**src/rtl/alu_div_iter_if.sv**
```systemverilog
// Start/busy/valid handshake bundle for the iterative divide unit.
// master drives requests (EX control), slave is the divider.
interface alu_div_iter_if #(
    parameter int WIDTH = 32
);
    logic             i_start;
    logic [1:0]       i_op;
    logic [WIDTH-1:0] i_div_a;
    logic [WIDTH-1:0] i_div_b;
    logic             o_busy;
    logic             o_valid;
    logic [WIDTH-1:0] o_div_result;

    modport master (
        output i_start,
        output i_op,
        output i_div_a,
        output i_div_b,
        input  o_busy,
        input  o_valid,
        input  o_div_result
    );

    modport slave (
        input  i_start,
        input  i_op,
        input  i_div_a,
        input  i_div_b,
        output o_busy,
        output o_valid,
        output o_div_result
    );
endinterface

```
**src/rtl/alu_div_iter.sv**
```systemverilog
// RV32M DIV/DIVU/REM/REMU, radix-2 restoring, one quotient bit per cycle.
// Divide-by-zero and signed overflow skip straight to the result stage.
module alu_div_iter #(
    parameter int WIDTH = 32
) (
    input  logic          i_clk,
    input  logic          i_rst_n,
    alu_div_iter_if.slave div_if
);
    localparam int CW = $clog2(WIDTH);
    localparam logic [WIDTH-1:0] MIN_NEG = {1'b1, {(WIDTH-1){1'b0}}};

    typedef enum logic [1:0] {
        IDLE = 2'd0,
        CALC = 2'd1,
        FIX  = 2'd2
    } state_t;

    state_t           state_q, state_d;
    logic [CW-1:0]    count_q, count_d;
    logic [WIDTH-1:0] rem_q, rem_d;
    logic [WIDTH-1:0] dvd_q, dvd_d;
    logic [WIDTH-1:0] dvs_q, dvs_d;
    logic             sel_rem_q, sel_rem_d;
    logic             neg_quo_q, neg_quo_d;
    logic             neg_rem_q, neg_rem_d;
    logic             busy_q, busy_d;
    logic             valid_q, valid_d;
    logic [WIDTH-1:0] res_q, res_d;

    logic             op_signed;
    logic             sign_a;
    logic             sign_b;
    logic [WIDTH-1:0] mag_a;
    logic [WIDTH-1:0] mag_b;
    logic             div_zero;
    logic             ovf;
    logic [WIDTH:0]   trial;
    logic [WIDTH-1:0] quo_fix;
    logic [WIDTH-1:0] rem_fix;

    assign op_signed = ~div_if.i_op[0];
    assign sign_a    = op_signed & div_if.i_div_a[WIDTH-1];
    assign sign_b    = op_signed & div_if.i_div_b[WIDTH-1];
    assign mag_a     = sign_a ? -div_if.i_div_a : div_if.i_div_a;
    assign mag_b     = sign_b ? -div_if.i_div_b : div_if.i_div_b;
    assign div_zero  = (div_if.i_div_b == '0);
    assign ovf       = op_signed & (div_if.i_div_a == MIN_NEG)
                     & (div_if.i_div_b == '1);

    // Partial remainder shifted left with the next dividend bit, minus divisor
    assign trial = {rem_q, dvd_q[WIDTH-1]} + ~{1'b0, dvs_q}
                 + {{WIDTH{1'b0}}, 1'b1};

    assign quo_fix = neg_quo_q ? -dvd_q : dvd_q;
    assign rem_fix = neg_rem_q ? -rem_q : rem_q;

    always_comb begin
        state_d   = state_q;
        count_d   = count_q;
        rem_d     = rem_q;
        dvd_d     = dvd_q;
        dvs_d     = dvs_q;
        sel_rem_d = sel_rem_q;
        neg_quo_d = neg_quo_q;
        neg_rem_d = neg_rem_q;
        busy_d    = busy_q;
        valid_d   = 1'b0;
        res_d     = res_q;

        unique case (state_q)
            IDLE: begin
                if (div_if.i_start) begin
                    sel_rem_d = div_if.i_op[1];
                    busy_d    = 1'b1;
                    if (div_zero || ovf) begin
                        // Preload final quotient/remainder; no sign fix needed
                        state_d   = FIX;
                        rem_d     = div_zero ? div_if.i_div_a : '0;
                        dvd_d     = div_zero ? '1 : MIN_NEG;
                        neg_quo_d = 1'b0;
                        neg_rem_d = 1'b0;
                    end else begin
                        state_d   = CALC;
                        count_d   = '0;
                        rem_d     = '0;
                        dvd_d     = mag_a;
                        dvs_d     = mag_b;
                        neg_quo_d = sign_a ^ sign_b;
                        neg_rem_d = sign_a;
                    end
                end
            end
            CALC: begin
                rem_d   = trial[WIDTH] ? {rem_q[WIDTH-2:0], dvd_q[WIDTH-1]}
                                       : trial[WIDTH-1:0];
                // Quotient bits fill the dividend register from the LSB
                dvd_d   = {dvd_q[WIDTH-2:0], ~trial[WIDTH]};
                count_d = count_q + 1'b1;
                if (count_q == CW'(WIDTH - 1)) begin
                    state_d = FIX;
                end
            end
            FIX: begin
                res_d   = sel_rem_q ? rem_fix : quo_fix;
                valid_d = 1'b1;
                busy_d  = 1'b0;
                state_d = IDLE;
            end
            default: begin
                state_d = IDLE;
                busy_d  = 1'b0;
            end
        endcase
    end

    always_ff @(posedge i_clk or negedge i_rst_n) begin
        if (!i_rst_n) begin
            state_q   <= IDLE;
            count_q   <= '0;
            rem_q     <= '0;
            dvd_q     <= '0;
            dvs_q     <= '0;
            sel_rem_q <= 1'b0;
            neg_quo_q <= 1'b0;
            neg_rem_q <= 1'b0;
            busy_q    <= 1'b0;
            valid_q   <= 1'b0;
            res_q     <= '0;
        end else begin
            state_q   <= state_d;
            count_q   <= count_d;
            rem_q     <= rem_d;
            dvd_q     <= dvd_d;
            dvs_q     <= dvs_d;
            sel_rem_q <= sel_rem_d;
            neg_quo_q <= neg_quo_d;
            neg_rem_q <= neg_rem_d;
            busy_q    <= busy_d;
            valid_q   <= valid_d;
            res_q     <= res_d;
        end
    end

    assign div_if.o_busy       = busy_q;
    assign div_if.o_valid      = valid_q;
    assign div_if.o_div_result = res_q;
endmodule

```
**src/flat_wrapper.sv**
```systemverilog
// flat-port wrapper written by rule: the top's interface ports become plain ports
module alu_div_iter_flat 
#(
    parameter int WIDTH = 32
)
  (i_clk, i_rst_n, div_if_i_start, div_if_i_op, div_if_i_div_a, div_if_i_div_b, div_if_o_busy, div_if_o_valid, div_if_o_div_result);
  alu_div_iter_if #(.WIDTH(WIDTH)) div_if_i ();
  input  logic i_clk;
  input  logic i_rst_n;
  input wire logic [$bits(div_if_i.i_start)-1:0] div_if_i_start;
  input wire logic [$bits(div_if_i.i_op)-1:0] div_if_i_op;
  input wire logic [$bits(div_if_i.i_div_a)-1:0] div_if_i_div_a;
  input wire logic [$bits(div_if_i.i_div_b)-1:0] div_if_i_div_b;
  output wire logic [$bits(div_if_i.o_busy)-1:0] div_if_o_busy;
  output wire logic [$bits(div_if_i.o_valid)-1:0] div_if_o_valid;
  output wire logic [$bits(div_if_i.o_div_result)-1:0] div_if_o_div_result;
  assign div_if_i.i_start = div_if_i_start;
  assign div_if_i.i_op = div_if_i_op;
  assign div_if_i.i_div_a = div_if_i_div_a;
  assign div_if_i.i_div_b = div_if_i_div_b;
  assign div_if_o_busy = div_if_i.o_busy;
  assign div_if_o_valid = div_if_i.o_valid;
  assign div_if_o_div_result = div_if_i.o_div_result;
  alu_div_iter #(.WIDTH(WIDTH)) u_core (.i_clk(i_clk), .i_rst_n(i_rst_n), .div_if(div_if_i));
endmodule
```
**config.mk**
```make
export PLATFORM = sky130hd
export DESIGN_NAME = alu_div_iter_flat
export DESIGN_NICKNAME = d
export VERILOG_FILES = /design/src/rtl/alu_div_iter_if.sv /design/src/rtl/alu_div_iter.sv /design/src/flat_wrapper.sv
export SDC_FILE = /design/constraint.sdc
export NUM_CORES = 1
export LEC_CHECK = 0
export CAP_MARGIN = 20
export CELL_PAD_IN_SITES_DETAIL_PLACEMENT = 0
export CELL_PAD_IN_SITES_GLOBAL_PLACEMENT = 2
export CORE_UTILIZATION = 38
export CTS_CLUSTER_SIZE = 16
export DETAILED_ROUTE_END_ITERATION = 16
export PLACE_DENSITY = 0.88
export SETUP_SLACK_MARGIN = 0.15
export SYNTH_ARGS = -nofsm -noshare
export SYNTH_HDL_FRONTEND = slang
export SYNTH_SLANG_ARGS = --single-unit
```
**constraint.sdc**
```tcl
create_clock -name i_clk -period 7.1 [get_ports i_clk]
set_clock_uncertainty 0.2 [all_clocks]
set_input_delay 1.42 -clock i_clk [delete_from_list [all_inputs] [get_ports i_clk]]
set_output_delay 1.42 -clock i_clk [all_outputs]
set_load 0.01 [all_outputs]
```
== Word-level counts from Yosys, hierarchy flattened ==
Cells that the tools add are included.
Storage, ports and cells
  flip-flop bits (word level): 140
  input port bits: 69
  output and inout port bits: 34
  logic and storage cells: 72
Operators by class
  add/sub/neg operators: 7
  equal/unequal tests: 8
  muxes and demuxes: 26
  bitwise operators: 10
  reductions and logical operators: 10
Operator list (count)
  $mux W32: 11
  $neg A32 Y32: 4
  $pmux W32 S2: 2
  $eq A32 B32 Y1 const B: 2
  $add A33 B1 Y33 const B: 1
  $add A33 B33 Y33: 1
  $not A32 Y33: 1
  $logic_not A32 Y1: 1
  $mux W31: 1
  $mux W5: 2
  $pmux W5 S2: 1
  $reduce_and A2 Y1: 4
  $mux W2: 3
  $reduce_and A3 Y1: 2
  $add A5 B1 Y5 const B: 1
  $eq A5 B5 Y1 const B: 1
  $and A1 B1 Y1: 4
  $mux W1: 4
  $ne A2 B2 Y1 const B: 2
  $not A1 Y1: 4
  $pmux W2 S2: 1
  $eq A2 B1 Y1 const B: 1
  $eq A2 B2 Y1 const B: 1
  $logic_not A2 Y1: 1
  other kinds (5): 5

== Logic depth before layout (Yosys ltp) ==
Gate-level depths: netlist of run 1.
  word-level depth: 7
  depth in mapped cells: 14
  mapped depth without buffers: 12

== Worst setup path after synthesis of run 1 ==
OpenSTA, ideal clock, no wires.
  kind: input port to flip-flop
  from: in div_if_i_div_a[11]
  to: reg u_core.dvd_q[0]
  library setup time: 0.130 ns
  arrival: 4.292 ns
  data required time: 6.770 ns
  setup slack: 2.478 ns
  stages on the path: 8
  buffers on the path: 0
  cell sequence: or4_4 or3_4 or4_4 or3_4 or4_4 and2_4 a2111oi_4 a21oi_2
On the way
  longest elaborated chain between the ends: 7
Ends and longest elaborated chain
  from (decl): line flat_wrapper.sv:12  | input wire logic [$bits(div_if_i.i_div_a)-1:0] div_if_i_div_a;
  $eq A32 B32 Y1: line alu_div_iter.sv:48  | assign ovf = op_signed & (div_if.i_div_a == MIN_NEG)
  $and A1 B1 Y1: line alu_div_iter.sv:48
  $and A1 B1 Y1: line alu_div_iter.sv:49  | & (div_if.i_div_b == '1);
  $logic_or A1 B1 Y1: line alu_div_iter.sv:76  | if (div_zero || ovf) begin
  $mux W32: line alu_div_iter.sv:76
  $mux W32: line alu_div_iter.sv:73  | if (div_if.i_start) begin
  $pmux W32 S2: line alu_div_iter.sv:71  | unique case (state_q)
  to (signal assigned): line alu_div_iter.sv:134  | dvd_q <= dvd_d;
  to (decl): line alu_div_iter.sv:22  | logic [WIDTH-1:0] dvd_q, dvd_d;
No other way between the ends. The select of a mux whose other input is x is not followed.
A chain may end at the register's enable or synchronous reset.

== Worst setup path after layout of run 1 ==
  from: in div_if_i_div_a[12]
  to: reg u_core.dvs_q[0]
On the way
  longest elaborated chain between the ends: 6
Ends and longest elaborated chain
  $eq A32 B32 Y1: line alu_div_iter.sv:48
  $and A1 B1 Y1: line alu_div_iter.sv:48
  $and A1 B1 Y1: line alu_div_iter.sv:49
  $logic_or A1 B1 Y1: line alu_div_iter.sv:76
  $not A1 Y1 (no line)
  $reduce_and A3 Y1 (no line)
  to (signal assigned): line alu_div_iter.sv:135  | dvs_q <= dvs_d;
  to (decl): line alu_div_iter.sv:23  | logic [WIDTH-1:0] dvs_q, dvs_d;
No other way between the ends.

==> metrics.md, run 1 <==
| Metric | Value |
|---|---|
| CP Data Arrival Time | `5.24 ns` |
| Maximum VDD drop | `0.000341 V` |
| CP cell instances | `clkdlybuf4s50_1 -> or4_4 -> or3_4 -> or4_4 -> or3_4 -> or4_4 -> nand2_4 -> nor2_4 -> buf_4 -> mux2_2` |
| Top post-synthesis cells by area | `dfrtp_1, xnor2_1, o21ai_0, a21oi_1, nand2_1` |
| Global route overflow | `0` |
| Utilization after layout | `45.7%` |
| NetSw | `3.16 mW` |
| Leakage | `5.14 nW` |
| Vias | `10,283` |
| Number of global-route vias before repair | `9,824` |
| Post-CTS Hold Buffers | `0` |
| Fin area | `12,800 um^2` |
| Largest net degree at the start of global routing | `86` |
| CP max stage delay | `0.60 ns` |
| Routed Antenna Nets | `0` |
| Crit share post-route | `72.0%` |
| Mapped Nets | `1,476` |
| Placed insts | `1,786` |
| Post-cts resize count | `0` |
| Worst Tran Pin Value | `1.01 ns` |
| Crit Path Class | `input pin to register` |
| IO Count | `103` |
| Post-route setup TNS | `0 ns` |
| Mapped cell area | `10,800 um^2` |
| Placer congestion estimate | `0.878` |
| First-pass GRT wire length | `54.4 mm` |
| Critical path's slowest cell | `or4_4` |
| Vias per inst | `5.66` |
| Initial Utilization | `38.7%` |
| Clock transition at path regs | `0.06 ns` |
| Share of cells above drive strength 1 | `4.86%` |
| DP Wirelength | `25.5 mm` |
| PD cells | `524 nW/um^2` |
| Sequential share of power | `24.6%` |
| Site row count | `61` |
| Seq/Total Area, Yosys | `32.4%` |
| DRC violations left | `0` |
| DR WL/cell | `18.7 um` |
| Total core area | `27,900 um^2` |
| Post-synth top area cell | `dfrtp_1` |
| Sink Count | `140` |
| Ys Warns | `0` |
| Area growth from synthesis to layout | `17.9%` |
| Antenna fix cells | `0` |
| CTS H-tree lvls | `4` |
| Synthesized flop and latch total | `140` |
| Full die area | `29,200 um^2` |
| Max-cap violation count | `0` |
| Worst Setup End Kind | `register` |
| Hold slack final | `0.276 ns` |
| Share of total power in the clock network | `14.0%` |
| Cts bufs inserted | `17` |
| RSZ-0062 raised after global routing | `false` |
| Share of the synthesized area in the top cell type | `32.4%` |
| Fin. Hold Viols | `0` |
| Outcome | `finished clean` |
| Comb pwr share | `61.4%` |
| Pre-antenna DRT Iters | `5` |
| CTS Root Cell | `clkbuf_16` |
| Worst Path Buf+Inv | `2` |
| DP Area | `12,200 um^2` |
| Iter 0 DRT Violations | `839` |
| Tot Pwr | `6.68 mW` |
| Final WS setup | `1.99 ns` |
| DIE WIDTH | `171 um` |
| Number of setup buffers added after CTS | `0` |
| Slew HR | `32.8%` |
| Ys async rst share | `100%` |
| Post-synth EDFFs | `0` |
| Hold Crit Class | `register to register` |
| Worst setup SP type | `input pin` |
| Post-Synthesis Cells | `1,367` |
| Worst skew pair latency | `0.44 ns` |
| Required @ worst endpoint | `7.22 ns` |
| Pre-CTS WS | `1.57 ns` |
| Internal power | `3.52 mW` |
| Final non-filler cell total | `1,817` |
| Post-synth cell types | `63` |
| GRT Resource Usage Total | `24.2%` |
| Drt total wl | `34.0 mm` |
| Max Fclk | `196 MHz` |
| TritonCTS clock tree | `yes` |
| CP max FO | `64` |
| Final #Nets | `1,536` |
| Crit path max-delay family | `simple AND/OR/NAND/NOR gates` |
| Finish-stage setup viols | `0` |
| Maximum clock insertion buffer count | `2` |
| Number of I/O port buffers | `102` |
| Crit path time final | `5.11 ns` |
| Die height | `171 um` |
| Sw Share | `47.3%` |
| Initial antenna violation count | `0` |
| Final slew viol count | `0` |
| Most used DFF post-synth | `dfrtp_1` |
| Most used cell, CP | `or4_4` |
| Post-synthesis area per instance | `7.92 um^2` |
==> power by group through the flow <==
stage / Sequential [mW] / Clock, mW / Combinational [mW]
3_3_place_gp: 1.64 / 0 / 4.05
2_1_floorplan: 1.44 / 0 / 3.21
3_5_place_dp: 1.65 / 0 / 4.09
6_report: 1.64 / 0.938 / 4.10
5_1_grt: 1.69 / 0.985 / 4.59
4_1_cts: 1.64 / 0.948 / 4.11
==> sequential cells by signal (all words and copies together), names as in the netlist <==
name                        count
u_core.count_q                  5
u_core.div_if.o_busy            1
u_core.div_if.o_div_result     32
u_core.div_if.o_valid           1
u_core.dvd_q                   32
u_core.dvs_q                   32
u_core.neg_quo_q                1
u_core.neg_rem_q                1
u_core.rem_q                   32
u_core.sel_rem_q                1
u_core.state_q                  2
==> placed cells by master, fill, tap and decap left out, types with 7 or more instances in the layout <==
cell type / instances
a21o_1: 15
a21oi_1: 138
a31oi_1: 12
and2_1: 7
and3_1: 10
buf_4: 15
clkbuf_16: 17
clkdlybuf4s50_1: 101
dfrtp_1: 140
ha_1: 39
inv_1: 61
mux2_2: 8
mux2i_1: 24
nand2_1: 165
nand2b_1: 13
nand3_1: 21
nand4_1: 13
nor2_1: 91
nor2b_1: 14
nor3_1: 22
nor4_1: 8
o211ai_1: 9
o21ai_0: 143
o21bai_1: 7
o221ai_1: 9
o22ai_1: 34
o31ai_1: 30
o41ai_1: 15
or3_1: 19
or4_1: 16
xnor2_1: 84
xor2_1: 58
==> Yosys cell counts (15+ instances only) <==
| master | n |
|---|---|
| nand2_1 | 166 |
| o21ai_0 | 143 |
| dfrtp_1 | 140 |
| a21oi_1 | 138 |
| nor2_1 | 93 |
| xnor2_1 | 85 |
| clkbuf_1 | 63 |
| inv_1 | 61 |
| xor2_1 | 58 |
| ha_1 | 39 |
| o22ai_1 | 34 |
| o31ai_1 | 30 |
| mux2i_1 | 24 |
| nor3_1 | 22 |
| nand3_1 | 21 |
| or3_1 | 19 |
| or4_1 | 16 |
| a21o_1 | 15 |
| o41ai_1 | 15 |
==> path summary, 6_finish.rpt <==
| check | start | end | slack [ns] | cells past startpoint |
|---|---|---|---|---|
| worst max register to register | u_core.dvd_q[31]$_DFFE_PN0P_ | u_core.rem_q[8]$_DFFE_PN0P_ | 2.47 | 13 |
| worst min-delay path | u_core.div_if.o_div_result[0]$_DFFE_PN0P_ | u_core.div_if.o_div_result[0]$_DFFE_PN0P_ | 0.28 | 2 |
| worst max-delay path | div_if_i_div_a[12] | u_core.dvs_q[0]$_DFFE_PN0P_ | 1.99 | 10 |
| worst min register to register | u_core.div_if.o_div_result[0]$_DFFE_PN0P_ | u_core.div_if.o_div_result[0]$_DFFE_PN0P_ | 0.28 | 2 |
| max in group asynchronous | i_rst_n | u_core.dvd_q[11]$_DFFE_PN0P_ | 4.54 | 2 |
| min in group asynchronous | i_rst_n | u_core.div_if.o_div_result[7]$_DFFE_PN0P_ | 0.87 | 1 |
==> metal layers <==
metal | share of wire (%) | wire (um) | track usage (%) | vias to the layer above
li1 | - | - | - | 5007
met1 | 46 | 15600 | 32.3 | 4952
met2 | 47 | 15900 | 39.8 | 274
met3 | 5.0 | 1700 | 3.70 | 50
met4 | 2.3 | 782 | 7.83 | 0
met5 | 0 | 0 | 0 | -
==> tightest hold or removal path, delay by kind of cell, from the launching register on <==
family / cells / cell delay [ns]
compound gates: 1 / 0.06
flops: 1 / 0.34
simple gates: 1 / 0.04
==> cells by family (layout without fill, tap and decap cells) <==
logic type                 after synthesis  in the layout  synth area share [%]
and+or+nand+nor                        420            420                  18.4
buffers and inverters                  138            210                  4.87
AOI/OAI and AO/OA                      454            454                  25.1
adders and majority gates               40             40                  4.69
xor gates and xnor gates               143            143                  11.6
DFF                                    140            140                  32.4
muxes                                   32             32                  3.05
==> final cells by class <==
type | count | area, um^2
clock buffers | 24 | 482
clock inverters | 7 | 113
fillers | 2858 | 15200
inverters | 62 | 233
multi-input cells | 1089 | 6820
flip-flops and latches | 140 | 3500
well taps | 378 | 473
repair buffers | 117 | 1130
Note: power is estimated with default switching activity, not from simulation.
==> run 2, diff against run 1 <==
Settings changed: CORE_UTILIZATION 38 to 32, PLACE_DENSITY 0.88 to 0.79.
Clock period 7.1 ns to 4.45 ns, I/O delays scaled along.
==> run 2 against run 1 <==
Against the previous run: combinational power increased by 66%; non-clock buffer count increased by 55; worst hold slack got worse by 0.0016 ns; power increased by 63%; design area increased by 4.1%; sequential power increased by 62%; cell count increased by 6.7%; via count increased by 1.1%.
==> metrics.md, run 2 (synthesis results as in run 1) <==
| Metric | Value |
|---|---|
| Worst Setup End Kind | `register` |
| Crit share post-route | `95.9%` |
| CP max stage delay | `0.58 ns (-0.02 ns)` |
| TritonCTS clock tree | `yes` |
| Tot Pwr | `10.9 mW (+63%)` |
| Number of I/O port buffers | `102 (unchanged)` |
| Pre-antenna DRT Iters | `5 (unchanged)` |
| Max-cap violation count | `0 (unchanged)` |
| CP max FO | `5 (-92%)` |
| Initial Utilization | `32.9% (-5.8 points)` |
| CP Data Arrival Time | `4.38 ns (-0.86 ns)` |
| Initial antenna violation count | `2 (+2)` |
| CTS H-tree lvls | `4 (unchanged)` |
| Placer congestion estimate | `0.889 (+1.3%)` |
| DRC violations left | `0 (unchanged)` |
| Fin. Hold Viols | `0 (unchanged)` |
| Worst Tran Pin Value | `1.09 ns (+0.0848 ns)` |
| Maximum clock insertion buffer count | `2 (unchanged)` |
| CTS Root Cell | `clkbuf_16` |
| Sink Count | `140 (unchanged)` |
| CP cell instances | `clkdlybuf4s50_1 -> or4_4 -> or3_4 -> or4_4 -> or3_4 -> buf_4 -> or4_4 -> and2_4 -> a2111oi_4 -> a21oi_2` |
| Final slew viol count | `0 (unchanged)` |
| Worst Path Buf+Inv | `2 (unchanged)` |
| Cts bufs inserted | `17 (unchanged)` |
| Total core area | `32,900 um^2 (+18%)` |
| Outcome | `finished clean` |
| Iter 0 DRT Violations | `709 (-15%)` |
| Vias | `10,396 (+1.1%)` |
| PD cells | `820 nW/um^2 (+57%)` |
| Crit Path Class | `input pin to register` |
| Slew HR | `27.0% (-5.8 points)` |
| Required @ worst endpoint | `4.56 ns (-2.66 ns)` |
| Die height | `186 um (+8.9%)` |
| Placed insts | `1,905 (+6.7%)` |
| GRT Resource Usage Total | `22.4% (-1.8 points)` |
| First-pass GRT wire length | `58.1 mm (+6.8%)` |
| Crit path max-delay family | `simple AND/OR/NAND/NOR gates` |
| Final #Nets | `1,591 (+3.6%)` |
| Drt total wl | `37.5 mm (+10%)` |
| Leakage | `5.41 nW (+5.3%)` |
| Worst skew pair latency | `0.44 ns (about the same)` |
| RSZ-0062 raised after global routing | `true` |
| Utilization after layout | `40.4% (-5.3 points)` |
| Hold Crit Class | `register to register` |
| Routed Antenna Nets | `0 (unchanged)` |
| Global route overflow | `0 (unchanged)` |
| Max Fclk | `234 MHz` |
| Most common cell after layout, fill and taps aside | `nand2_1` |
| IO Count | `103 (unchanged)` |
| Final non-filler cell total | `1,938 (+6.7%)` |
| Finish-stage setup viols | `0 (unchanged)` |
| Share of cells above drive strength 1 | `8.76% (+3.9 points)` |
| Number of global-route vias before repair | `10,002 (+1.8%)` |
| Vias per inst | `5.36 (-5.2%)` |
| DIE WIDTH | `186 um (+8.9%)` |
| Largest net degree at the start of global routing | `80 (-7.0%)` |
| Fill cell count | `3,459 (+21%)` |
| Maximum VDD drop | `0.000530 V (+55%)` |
| Most used cell, CP | `or4_4` |
| Crit path time final | `4.27 ns` |
| Area growth from synthesis to layout | `22.7%` |
| Most frequent cells in the layout | `nand2_1, o21ai_0, dfrtp_1` |
| Worst setup SP type | `input pin` |
| Site row count | `66 (+8.2%)` |
| Full die area | `34,600 um^2 (+19%)` |
| Post-route setup TNS | `0 ns (unchanged)` |
| DR WL/cell | `19.3 um (+3.4%)` |
| Clock transition at path regs | `0.07 ns (about the same)` |
| Critical path's slowest cell | `or4_4` |
| DP Wirelength | `29.3 mm (+15%)` |
| Number of setup buffers added after CTS | `0 (unchanged)` |
==> run 2: cell count changes in the layout (fill, tap and decap cells not counted), sizes merged <==
cell / change
buf: +55
inv: +11
clkbuf: -7
bufinv: -3
diode: +1
==> run 2: worst reg2reg max path: cells and delay by family, from the launching register on <==
family | cells | cell delay (ns)
compound gates | 5 | 1.25
xor+xnor | 1 | 0.19
fa+ha+maj | 2 | 0.60
buf+inv | 2 | 0.36
flops | 1 | 0.56
mux | 1 | 0.40
simple gates | 2 | 0.27
==> run 2: layout make-up <==
cell class	count	area (um^2)	share of cell area (%)
antenna	1	2.50	0.0188
clock inverter	15	143	1.07
timing repair buffer	172	1590	12.0
sequential	140	3500	26.4
inverter	62	233	1.75
clock buffer	17	425	3.20
tap	442	553	4.16
multi-input combinational	1089	6830	51.4
==> run 2: layer usage <==
layer	vias to the layer above	track usage [%]	share of wire [%]	routed length, um
met2	278	35.3	45	16800
met3	40	5.34	6.4	2400
met5	-	0	0.035	13
met1	4933	29.9	46	17300
li1	5143	-	-	-
met4	2	7.38	2.3	876
==> run 2: per-stage QoR <==
stage	hold slack (ns)	worst slack [ns]	cell area (um^2)
after CTS	0.285	0.157	13300
after global placement	0.261	-0.276	12700
final	0.275	0.181	13300
after global routing	0.303	0.132	13300
after detailed placement	0.269	-0.287	12700
after floorplan	0.273	0.358	10800
==> run 2: path summary, 6_finish.rpt <==
kind	start	endpoint	slack, ns	cells past startpoint
setup / recovery	div_if_i_div_a[14]	u_core.dvd_q[0]$_DFFE_PN0P_	0.18	10
hold / removal	u_core.div_if.o_div_result[1]$_DFFE_PN0P_	u_core.div_if.o_div_result[1]$_DFFE_PN0P_	0.27	2
setup reg to reg	u_core.dvd_q[31]$_DFFE_PN0P_	u_core.rem_q[4]$_DFFE_PN0P_	0.52	13
hold reg to reg	u_core.div_if.o_div_result[1]$_DFFE_PN0P_	u_core.div_if.o_div_result[1]$_DFFE_PN0P_	0.27	2
max in group asynchronous	i_rst_n	u_core.div_if.o_div_result[7]$_DFFE_PN0P_	2.93	2
min in group asynchronous	i_rst_n	u_core.dvs_q[2]$_DFFE_PN0P_	0.29	1
==> run 2: report_power, final <==
group | switching (mW) | internal [mW] | total (mW)
clock network | 0.671 | 0.745 | 1.42
registers | 0.806 | 1.84 | 2.65
logic | 3.83 | 3.00 | 6.82
==> run 2: repair_timing <==
action / in CTS / in global routing
pin swaps: 1 / 1
endpoints found under the setup margin: 1 / 18
hold buffers: 0 / 0
resized for setup: 0 / 5
